`config.mk`:
```
export PLATFORM = sky130hd
export DESIGN_NAME = multi_ch_event_sync_flat
export DESIGN_NICKNAME = d
export VERILOG_FILES = /design/src/rtl/multi_ch_event_sync_if.sv /design/src/rtl/multi_ch_event_sync.sv /design/src/flat_wrapper.sv
export SDC_FILE = /design/constraint.sdc
export NUM_CORES = 1
export LEC_CHECK = 0
export CAP_MARGIN = 20
export CORE_ASPECT_RATIO = 0.6
export CORE_UTILIZATION = 56
export CTS_CLUSTER_SIZE = 20
export DETAILED_ROUTE_END_ITERATION = 6
export GPL_TIMING_DRIVEN = 1
export PLACE_DENSITY = 0.88
export REMOVE_ABC_BUFFERS = 1
export SYNTH_ARGS = -nofsm -noshare
export SYNTH_HDL_FRONTEND = slang
export SYNTH_SLANG_ARGS = --single-unit
```
`constraint.sdc`:
```
create_clock -name clk -period 4.9 [get_ports clk]
set_clock_uncertainty 0.05 [all_clocks]
set_input_delay 0.98 -clock clk [delete_from_list [all_inputs] [get_ports clk]]
set_output_delay 0.98 -clock clk [all_outputs]
set_load 0.02 [all_outputs]
```
`src/rtl/multi_ch_event_sync_if.sv`:
```
// Bundle of per-channel event lines, pending-event handshake and status shared
// between the event synchroniser (slave) and its consumer/driver (master).
interface multi_ch_event_sync_if #(
   parameter int NUM_CH = 4,
   parameter int CNT_W  = 3
);
   logic [NUM_CH-1:0]       async_in;
   logic [NUM_CH-1:0]       evt_pulse;
   logic [NUM_CH-1:0]       evt_valid;
   logic [NUM_CH-1:0]       evt_ack;
   logic [NUM_CH*CNT_W-1:0] evt_count;
   logic [NUM_CH-1:0]       ovf;
   logic [NUM_CH-1:0]       ovf_clr;
   logic                    init_done;

   modport master (
      output async_in, evt_ack, ovf_clr,
      input  evt_pulse, evt_valid, evt_count, ovf, init_done
   );

   modport slave (
      input  async_in, evt_ack, ovf_clr,
      output evt_pulse, evt_valid, evt_count, ovf, init_done
   );
endinterface

```
`src/rtl/multi_ch_event_sync.sv`:
```
// Multi-channel event synchroniser: per-channel sync chain, toggle/rising detect,
// saturating pending counter drained by valid/ack, sticky overflow flag.
module multi_ch_event_sync #(
   parameter int NUM_CH      = 4,
   parameter int SYNC_STAGES = 2,
   parameter int CNT_W       = 3,
   parameter int EDGE_MODE   = 0
) (
   input logic                  clk,
   input logic                  rst_n,
   multi_ch_event_sync_if.slave bus
);
   typedef enum logic [0:0] {ST_INIT = 1'b0, ST_RUN = 1'b1} state_e;

   localparam logic [2:0]       INIT_LAST = 3'(SYNC_STAGES);
   localparam logic [CNT_W-1:0] CNT_MAX   = {CNT_W{1'b1}};
   localparam logic [CNT_W-1:0] CNT_ONE   = CNT_W'(1);

   state_e                  state_q, state_d;
   logic [2:0]              init_cnt_q, init_cnt_d;
   logic                    arm_s;
   logic [NUM_CH-1:0]       sync_q [SYNC_STAGES];
   logic [NUM_CH-1:0]       hist_q;
   logic [NUM_CH-1:0]       det_s;
   logic [NUM_CH-1:0]       valid_s;
   logic [NUM_CH-1:0]       ack_s;
   logic [NUM_CH-1:0]       pulse_q, pulse_d;
   logic [NUM_CH-1:0]       ovf_q, ovf_d;
   logic [CNT_W-1:0]        cnt_q [NUM_CH];
   logic [CNT_W-1:0]        cnt_d [NUM_CH];
   logic [NUM_CH*CNT_W-1:0] count_s;

   // Arming state machine: state and INIT-window counter registers
   always_ff @(posedge clk or negedge rst_n) begin
      if (!rst_n) begin
         state_q    <= ST_INIT;
         init_cnt_q <= 3'd0;
      end else begin
         state_q    <= state_d;
         init_cnt_q <= init_cnt_d;
      end
   end

   // Arming state machine: next state, leaving INIT once the chains have flushed
   always_comb begin
      state_d    = state_q;
      init_cnt_d = init_cnt_q;
      case (state_q)
         ST_INIT: begin
            init_cnt_d = init_cnt_q + 3'd1;
            if (init_cnt_q == INIT_LAST) state_d = ST_RUN;
            else                         state_d = ST_INIT;
         end
         ST_RUN:  state_d = ST_RUN;
         default: state_d = ST_INIT;
      endcase
   end

   // Arming state machine: outputs
   always_comb begin
      if (state_q == ST_RUN) arm_s = 1'b1;
      else                   arm_s = 1'b0;
   end

   // Synchroniser chains and the history flop behind the last stage
   always_ff @(posedge clk or negedge rst_n) begin
      if (!rst_n) begin
         for (int k = 0; k < SYNC_STAGES; k++) sync_q[k] <= {NUM_CH{1'b0}};
         hist_q <= {NUM_CH{1'b0}};
      end else begin
         sync_q[0] <= bus.async_in;
         for (int k = 1; k < SYNC_STAGES; k++) sync_q[k] <= sync_q[k-1];
         hist_q <= sync_q[SYNC_STAGES-1];
      end
   end

   // Event detection, masked until the chains hold real input samples
   always_comb begin
      if (EDGE_MODE != 0) det_s = sync_q[SYNC_STAGES-1] & ~hist_q & {NUM_CH{arm_s}};
      else                det_s = (sync_q[SYNC_STAGES-1] ^ hist_q) & {NUM_CH{arm_s}};
   end

   // Pending counter update; a simultaneous event and ack cancel out
   always_comb begin
      valid_s = {NUM_CH{1'b0}};
      ack_s   = {NUM_CH{1'b0}};
      pulse_d = det_s;
      ovf_d   = ovf_q & ~bus.ovf_clr;
      for (int i = 0; i < NUM_CH; i++) begin
         cnt_d[i]   = cnt_q[i];
         valid_s[i] = (cnt_q[i] != {CNT_W{1'b0}});
         ack_s[i]   = bus.evt_ack[i] & valid_s[i];
         case ({det_s[i], ack_s[i]})
            2'b10: begin
               if (cnt_q[i] == CNT_MAX) ovf_d[i] = 1'b1;
               else                     cnt_d[i] = cnt_q[i] + CNT_ONE;
            end
            2'b01:   cnt_d[i] = cnt_q[i] - CNT_ONE;
            default: cnt_d[i] = cnt_q[i];
         endcase
      end
   end

   // Pulse, counter and overflow registers
   always_ff @(posedge clk or negedge rst_n) begin
      if (!rst_n) begin
         pulse_q <= {NUM_CH{1'b0}};
         ovf_q   <= {NUM_CH{1'b0}};
         for (int i = 0; i < NUM_CH; i++) cnt_q[i] <= {CNT_W{1'b0}};
      end else begin
         pulse_q <= pulse_d;
         ovf_q   <= ovf_d;
         for (int i = 0; i < NUM_CH; i++) cnt_q[i] <= cnt_d[i];
      end
   end

   // Pack per-channel counts onto the flat count bus
   always_comb begin
      count_s = {(NUM_CH*CNT_W){1'b0}};
      for (int i = 0; i < NUM_CH; i++) count_s[i*CNT_W +: CNT_W] = cnt_q[i];
   end

   assign bus.evt_pulse = pulse_q;
   assign bus.evt_valid = valid_s;
   assign bus.evt_count = count_s;
   assign bus.ovf       = ovf_q;
   assign bus.init_done = arm_s;
endmodule
```
`src/flat_wrapper.sv`:
```
// flat-port wrapper written by rule: the top's interface ports become plain ports
module multi_ch_event_sync_flat 
#(
   parameter int NUM_CH      = 4,
   parameter int SYNC_STAGES = 2,
   parameter int CNT_W       = 3,
   parameter int EDGE_MODE   = 0
)
  (clk, rst_n, bus_async_in, bus_evt_ack, bus_ovf_clr, bus_evt_pulse, bus_evt_valid, bus_evt_count, bus_ovf, bus_init_done);
  multi_ch_event_sync_if #(.NUM_CH(NUM_CH), .CNT_W(CNT_W)) bus_i ();
  input logic clk;
  input logic rst_n;
  input wire logic [$bits(bus_i.async_in)-1:0] bus_async_in;
  input wire logic [$bits(bus_i.evt_ack)-1:0] bus_evt_ack;
  input wire logic [$bits(bus_i.ovf_clr)-1:0] bus_ovf_clr;
  output wire logic [$bits(bus_i.evt_pulse)-1:0] bus_evt_pulse;
  output wire logic [$bits(bus_i.evt_valid)-1:0] bus_evt_valid;
  output wire logic [$bits(bus_i.evt_count)-1:0] bus_evt_count;
  output wire logic [$bits(bus_i.ovf)-1:0] bus_ovf;
  output wire logic [$bits(bus_i.init_done)-1:0] bus_init_done;
  assign bus_i.async_in = bus_async_in;
  assign bus_i.evt_ack = bus_evt_ack;
  assign bus_i.ovf_clr = bus_ovf_clr;
  assign bus_evt_pulse = bus_i.evt_pulse;
  assign bus_evt_valid = bus_i.evt_valid;
  assign bus_evt_count = bus_i.evt_count;
  assign bus_ovf = bus_i.ovf;
  assign bus_init_done = bus_i.init_done;
  multi_ch_event_sync #(.NUM_CH(NUM_CH), .SYNC_STAGES(SYNC_STAGES), .CNT_W(CNT_W), .EDGE_MODE(EDGE_MODE)) u_core (.clk(clk), .rst_n(rst_n), .bus(bus_i));
endmodule
```
# After elaboration in Yosys (flattened, before gate mapping)
# Index checks and enable logic that the tools add are counted.
[word_totals] input_bits=14 ff_bits=36
[classes] n_bitwise=9 n_addsub=9 muxes=19 eq_ne=17 reduce_logical=12
[op_table] operator="one-hot mux 3 bit (2 select lines)" count=4
[op_table] operator="adder 3 x 1 -> 3 bit (second input constant)" count=5
[op_table] operator="== test 3 bit (second input constant)" count=4
[op_table] operator="2-to-1 mux 3 bit" count=4
[op_table] operator="nonzero test 3 bit" count=4
[op_table] operator="subtractor 3 x 1 -> 3 bit (second input constant)" count=4
[op_table] operator="2-to-1 mux 1 bit" count=10
[op_table] operator="AND 4 bit" count=2
[op_table] operator="== test 2 x 1 -> 1 bit (second input constant)" count=4
[op_table] operator="== test 2 bit (second input constant)" count=4
[op_table] operator="inequality test 2 bit (second input constant)" count=4
[op_table] operator="AND reduction 2 bit" count=4
[op_table] operator="nonzero test 2 bit" count=4
[op_table] operator="AND 1 bit" count=4
[op_table] operator="NOT 4 bit" count=1
[op_table] operator="XOR 4 bit" count=1
[op_table] operator="== test 3 x 2 -> 1 bit (second input constant)" count=1
[op_table] operator="one-hot mux 1 bit (2 select lines)" count=1
[op_table] operator="NOT 1 bit" count=1

# Logic depth before layout (Yosys ltp)
[logic_depth] word_depth=5 depth_mapped=8 depth_no_buf=8

# Worst setup path before layout
# OpenSTA, ideal clock, no wires.
[synth_timing] path_type="input to register" from="input bus_evt_ack[3]" to="register u_core.cnt_q (netlist bit u_core.bus.evt_count[10])" arrival_time_ns=2.429 path_buffers=1 slack_ns=2.295 path_stages=6 t_required_ns=4.724 path_cell_list="clkbuf_1 > nand3_1 > fa_1 > inv_1 > a32o_1 > a221o_1"
[synth_between] elab_chain_len=4
[synth_rtl] element="start, declared" line_no="flat_wrapper.sv:14" rtl="input wire logic [$bits(bus_i.evt_ack)-1:0] bus_evt_ack;"
[synth_rtl] element="AND 1 bit *" line_no="multi_ch_event_sync.sv:92" rtl="ack_s[i] = bus.evt_ack[i] & valid_s[i];"
[synth_rtl] element="== test 2 bit / == test 2 x 1 -> 1 bit (equally long branches)" line_no="multi_ch_event_sync.sv:93" rtl="case ({det_s[i], ack_s[i]})"
[synth_rtl] element="inequality test 2 bit (no line) / nonzero test 2 bit (equally long branches)"
[synth_rtl] element="AND reduction 2 bit (no line)"
[synth_rtl] element="end, declared" line_no="multi_ch_event_sync.sv:29" rtl="logic [CNT_W-1:0] cnt_q [NUM_CH];"
# Mark *: on every way between the ends. The rest lies on a longest branch, timed or not.
# A chain may end at the register's enable or synchronous reset.

# Worst setup path after layout
[layout_timing] from="register u_core.state_q" to="output bus_init_done"
[layout_between] elab_chain_len=1
[layout_rtl] element="start, declared" line_no="multi_ch_event_sync.sv:19" rtl="state_e state_q, state_d;"
[layout_rtl] element="start signal, assigned" line_no="multi_ch_event_sync.sv:39" rtl="state_q <= state_d;"
[layout_rtl] element="2-to-1 mux 1 bit" line_no="multi_ch_event_sync.sv:61" rtl="if (state_q == ST_RUN) arm_s = 1'b1;"
[layout_rtl] element="end, declared" line_no="flat_wrapper.sv:20" rtl="output wire logic [$bits(bus_i.init_done)-1:0] bus_init_done;"
# No other way between the ends.

==> key figures <==
Timing
  • Setup repair after global routing missed its margin: no
  • Fmax: 0.326 GHz
  • Final-layout worst hold slack: 0.300 ns
  • Hold Fails Final Rpt: 0
  • Clock period minus worst slack: 3.07 ns
  • Slew Viols, Final: 0
  • Period Utilization, post-route: 0.626
  • Slew at the pin closest to its max-slew limit: between 0.9 and 1 ns
  • Slew HR: 0.352
  • Final sum of negative setup slack: 0 ns
  • Count of final setup violators: 0

Global route
  • Global routing usage summed across all routing layers: 0.254
  • Vias in the first global route: 1755
  • Global routing usage on met1: 0.367
  • Largest net degree at the start of global routing: 37
  • Wire length of the first global-routing pass: roughly 7800 microns
  • Global routing met2 resource utilization: 0.387
  • Antenna violations before repair: 0
  • Global route hottest layer: met2
  • Total congestion overflow after global routing: 0
  • M3 GR Usage: 0.0741

Detailed routing
  • Drt initial violations: 133
  • Wire length per cell: ~14 microns
  • Routed WL: 4240 microns
  • Post-route antenna net violation count: 0
  • Via total after detailed routing: 1864
  • Remaining DRCs: 0
  • Post-DR vias/cell: 5.99
  • Number of search-and-repair iterations in the first detailed-routing pass: 5

Clock tree
  • TritonCTS clock tree: built
  • Total clock buffers created by CTS: 5
  • Clock-pin slew on the worst setup and hold paths: roughly 0.070 ns
  • Number of hold-repair buffers added at the cts stage: 0
  • Bufs on Longest Clock Path: 2
  • Postcts setup bufs: 0
  • Total number of H-tree levels: 2
  • Number of sinks driven by the clock tree: 36
  • Library cell used as clock root buffer: clkbuf_8
  • Cts repair resizes: 0
  • Clock Latency Late Sink: 0.29 ns

Cells and area
  • Filler Cell Count: 247
  • Summed area of non-filler cells in the final layout: 2580 sq um
  • Fin nets: 286
  • Synthesis-to-layout area growth: 22.6%
  • Most frequent standard cell in the layout excluding fill and tap cells: clkdlybuf4s50_1
  • N_diodes: 0
  • Share of layout cells above drive strength 1: 0.0752
  • Count of non-filler cells in the finished layout: 311
  • Commonest non-fill, non-tap cells in the layout: clkdlybuf4s50_1, dfrtp_1, nand2_1, inv_1, nand3_1

Logic synthesis
  • Sequential element share of the synthesized area: 0.427
  • Number of warnings printed during yosys synthesis: 0
  • Number of synthesized register bits: 36
  • Mean instance size in the synthesized netlist: 9.01 sq um
  • Instance count of the mapped netlist: 234
  • Most common flop cell mapped by yosys: dfrtp_1
  • Yosys cell types: 42
  • Synth Cell Area: 2110 sq um
  • Number of enable-type register cells in the synthesized netlist: 0
  • Ys async rst share: 1.00

Power and ir drop
  • Largest voltage drop on the vdd net: about 0.00035 V
  • Final total power: 1.51 mW
  • Static Leak: between 1 and 1.5 nW
  • Power density cells: between 500 and 600 nW/um^2

Floorplan
  • Number of cell rows: 16
  • Vertical die dimension: 49.5 microns
  • Die width: 81.2 microns
  • Core Region: between 3000 and 4000 sq um
  • DIE AREA: 4020 sq um
  • Num ports: 39
  • Effective utilization at floorplan: 0.616

Worst setup path
  • Type of element launching the critical path: flip-flop
  • Startpoint of the lowest-slack register-to-register path: u_core.state_q$_DFF_PN0_
  • End of the worst register-to-register path: u_core.bus.evt_count[7]$_DFFE_PN0P_
  • Worst Reg-to-Reg Cells: 6
  • Number of buffer and inverter stages on the critical path: 1
  • Start-to-end type of the worst setup path: flip-flop to output port
  • Ordered cell list for the critical path: clkdlybuf4s50_1
  • Largest stage delay on the critical path: between 0.9 and 1 ns
  • Stages on worst setup path: 1
  • Crit path required time: a little under 4 ns
  • Crit path launch: u_core.state_q$_DFF_PN0_
  • Cell type group with the largest total delay on the critical path: flip-flops
  • Setup crit end: bus_init_done
  • Reg2reg setup slack: 2.32 ns
  • Nature of the critical path endpoint: output port
  • WP data arrival: a little over 2 ns
  • Worst path slowest cell: dfrtp_1
  • Maximum fanout along the worst path: 29

Placed design
  • Number of cells in the design after placement: 304
  • HPWL after detailed placement: between 2000 and 3000 microns
  • Instance area at placement: 2490 sq um
  • Placer's final routability congestion estimate: 0.865
  • Number of buffer cells added on primary ports: 38

Status
  • Run status: completed

Job
  • Max_cap viols: 0

Worst hold path
  • Worst min-delay path category: flip-flop to flip-flop
per-stage QoR:
stage | setup WS, ns | utilization
after floorplan | 2.59 | -
after global placement | 1.75 | 0.727
after detailed placement | 1.66 | 0.727
after CTS | 1.86 | 0.755
after global routing | 1.73 | 0.755
final | 1.83 | 0.755
how the worst min path moves through the flow:
stage / startpoint / slack [ns] / cells past startpoint / endpoint
after floorplan: u_core.sync_q[4]$_DFF_PN0_ / 0.28 / 0 / u_core.sync_q[0]$_DFF_PN0_
after global placement: u_core.sync_q[7]$_DFF_PN0_ / 0.28 / 0 / u_core.sync_q[3]$_DFF_PN0_
after global routing: u_core.sync_q[4]$_DFF_PN0_ / 0.31 / 0 / u_core.sync_q[0]$_DFF_PN0_
after CTS: u_core.sync_q[5]$_DFF_PN0_ / 0.30 / 0 / u_core.sync_q[1]$_DFF_PN0_
after detailed placement: u_core.sync_q[5]$_DFF_PN0_ / 0.29 / 0 / u_core.sync_q[1]$_DFF_PN0_
final: u_core.sync_q[5]$_DFF_PN0_ / 0.30 / 0 / u_core.sync_q[1]$_DFF_PN0_
cells by family (layout without fill, tap and decap cells):
kind of cell	after synthesis	count (layout)	synth area share
and+or+nand+nor	76	76	0.181
muxes	1	1	0.00475
DFF	36	36	0.427
xor gates and xnor gates	6	6	0.0356
AOI/OAI and AO/OA	70	70	0.231
buffers and inverters	39	71	0.0706
adders and majority gates	6	6	0.0499
routing by layer:
layer / share of wire / routed length, microns
met1: 0.48 / 2020
met5: 0 / 0
met4: 0.0057 / 24
met3: 0.084 / 356
met2: 0.43 / 1840
state kept, by name, summed over array words and instances, names as in the netlist:
register	cells
u_core.hist_q	4
u_core.init_cnt_q	3
u_core.bus.evt_pulse	4
u_core.state_q	1
u_core.bus.ovf	4
u_core.sync_q	8
u_core.bus.evt_count	12
where the power goes:
part / switching [mW] / internal [mW] / total [mW]
Sequential: 0.134 / 0.365 / 0.499
Clock: 0.0987 / 0.125 / 0.224
Combinational: 0.403 / 0.379 / 0.782
synthesized netlist by cell type, types with 2 or more instances:
cell,instances,area share
ha_1,2,0.012
clkbuf_1,10,0.018
inv_2,3,0.0053
inv_1,23,0.041
xnor2_1,2,0.0083
fa_1,4,0.038
o211ai_1,3,0.011
nand4_1,2,0.0059
buf_2,2,0.0047
a21oi_1,9,0.021
nand3_1,18,0.043
nand2b_1,3,0.0089
nor2_1,7,0.012
nor2b_1,8,0.024
o21ai_0,16,0.038
a211o_1,3,0.012
a22oi_1,3,0.011
o2111ai_1,3,0.012
xor2_2,3,0.023
or3_1,3,0.0089
nand2_1,24,0.043
o41a_1,3,0.016
and3_2,3,0.011
a21o_1,4,0.014
a32o_1,3,0.014
o31ai_1,3,0.011
dfrtp_1,36,0.43
o22ai_1,10,0.030
and3_1,3,0.0089
a31oi_1,2,0.0059
nand2_2,3,0.0089
a221o_1,3,0.014
layout make-up:
class / instances / area [sq um] / share of cell area
clock buffers: 7 / 96.3 / 0.0373
inverters: 26 / 97.6 / 0.0378
multi-input cells: 159 / 1060 / 0.409
flip-flops and latches: 36 / 901 / 0.348
well taps: 45 / 56.3 / 0.0218
repair buffers: 38 / 375 / 0.145
(Power assumes the default switching activity.)
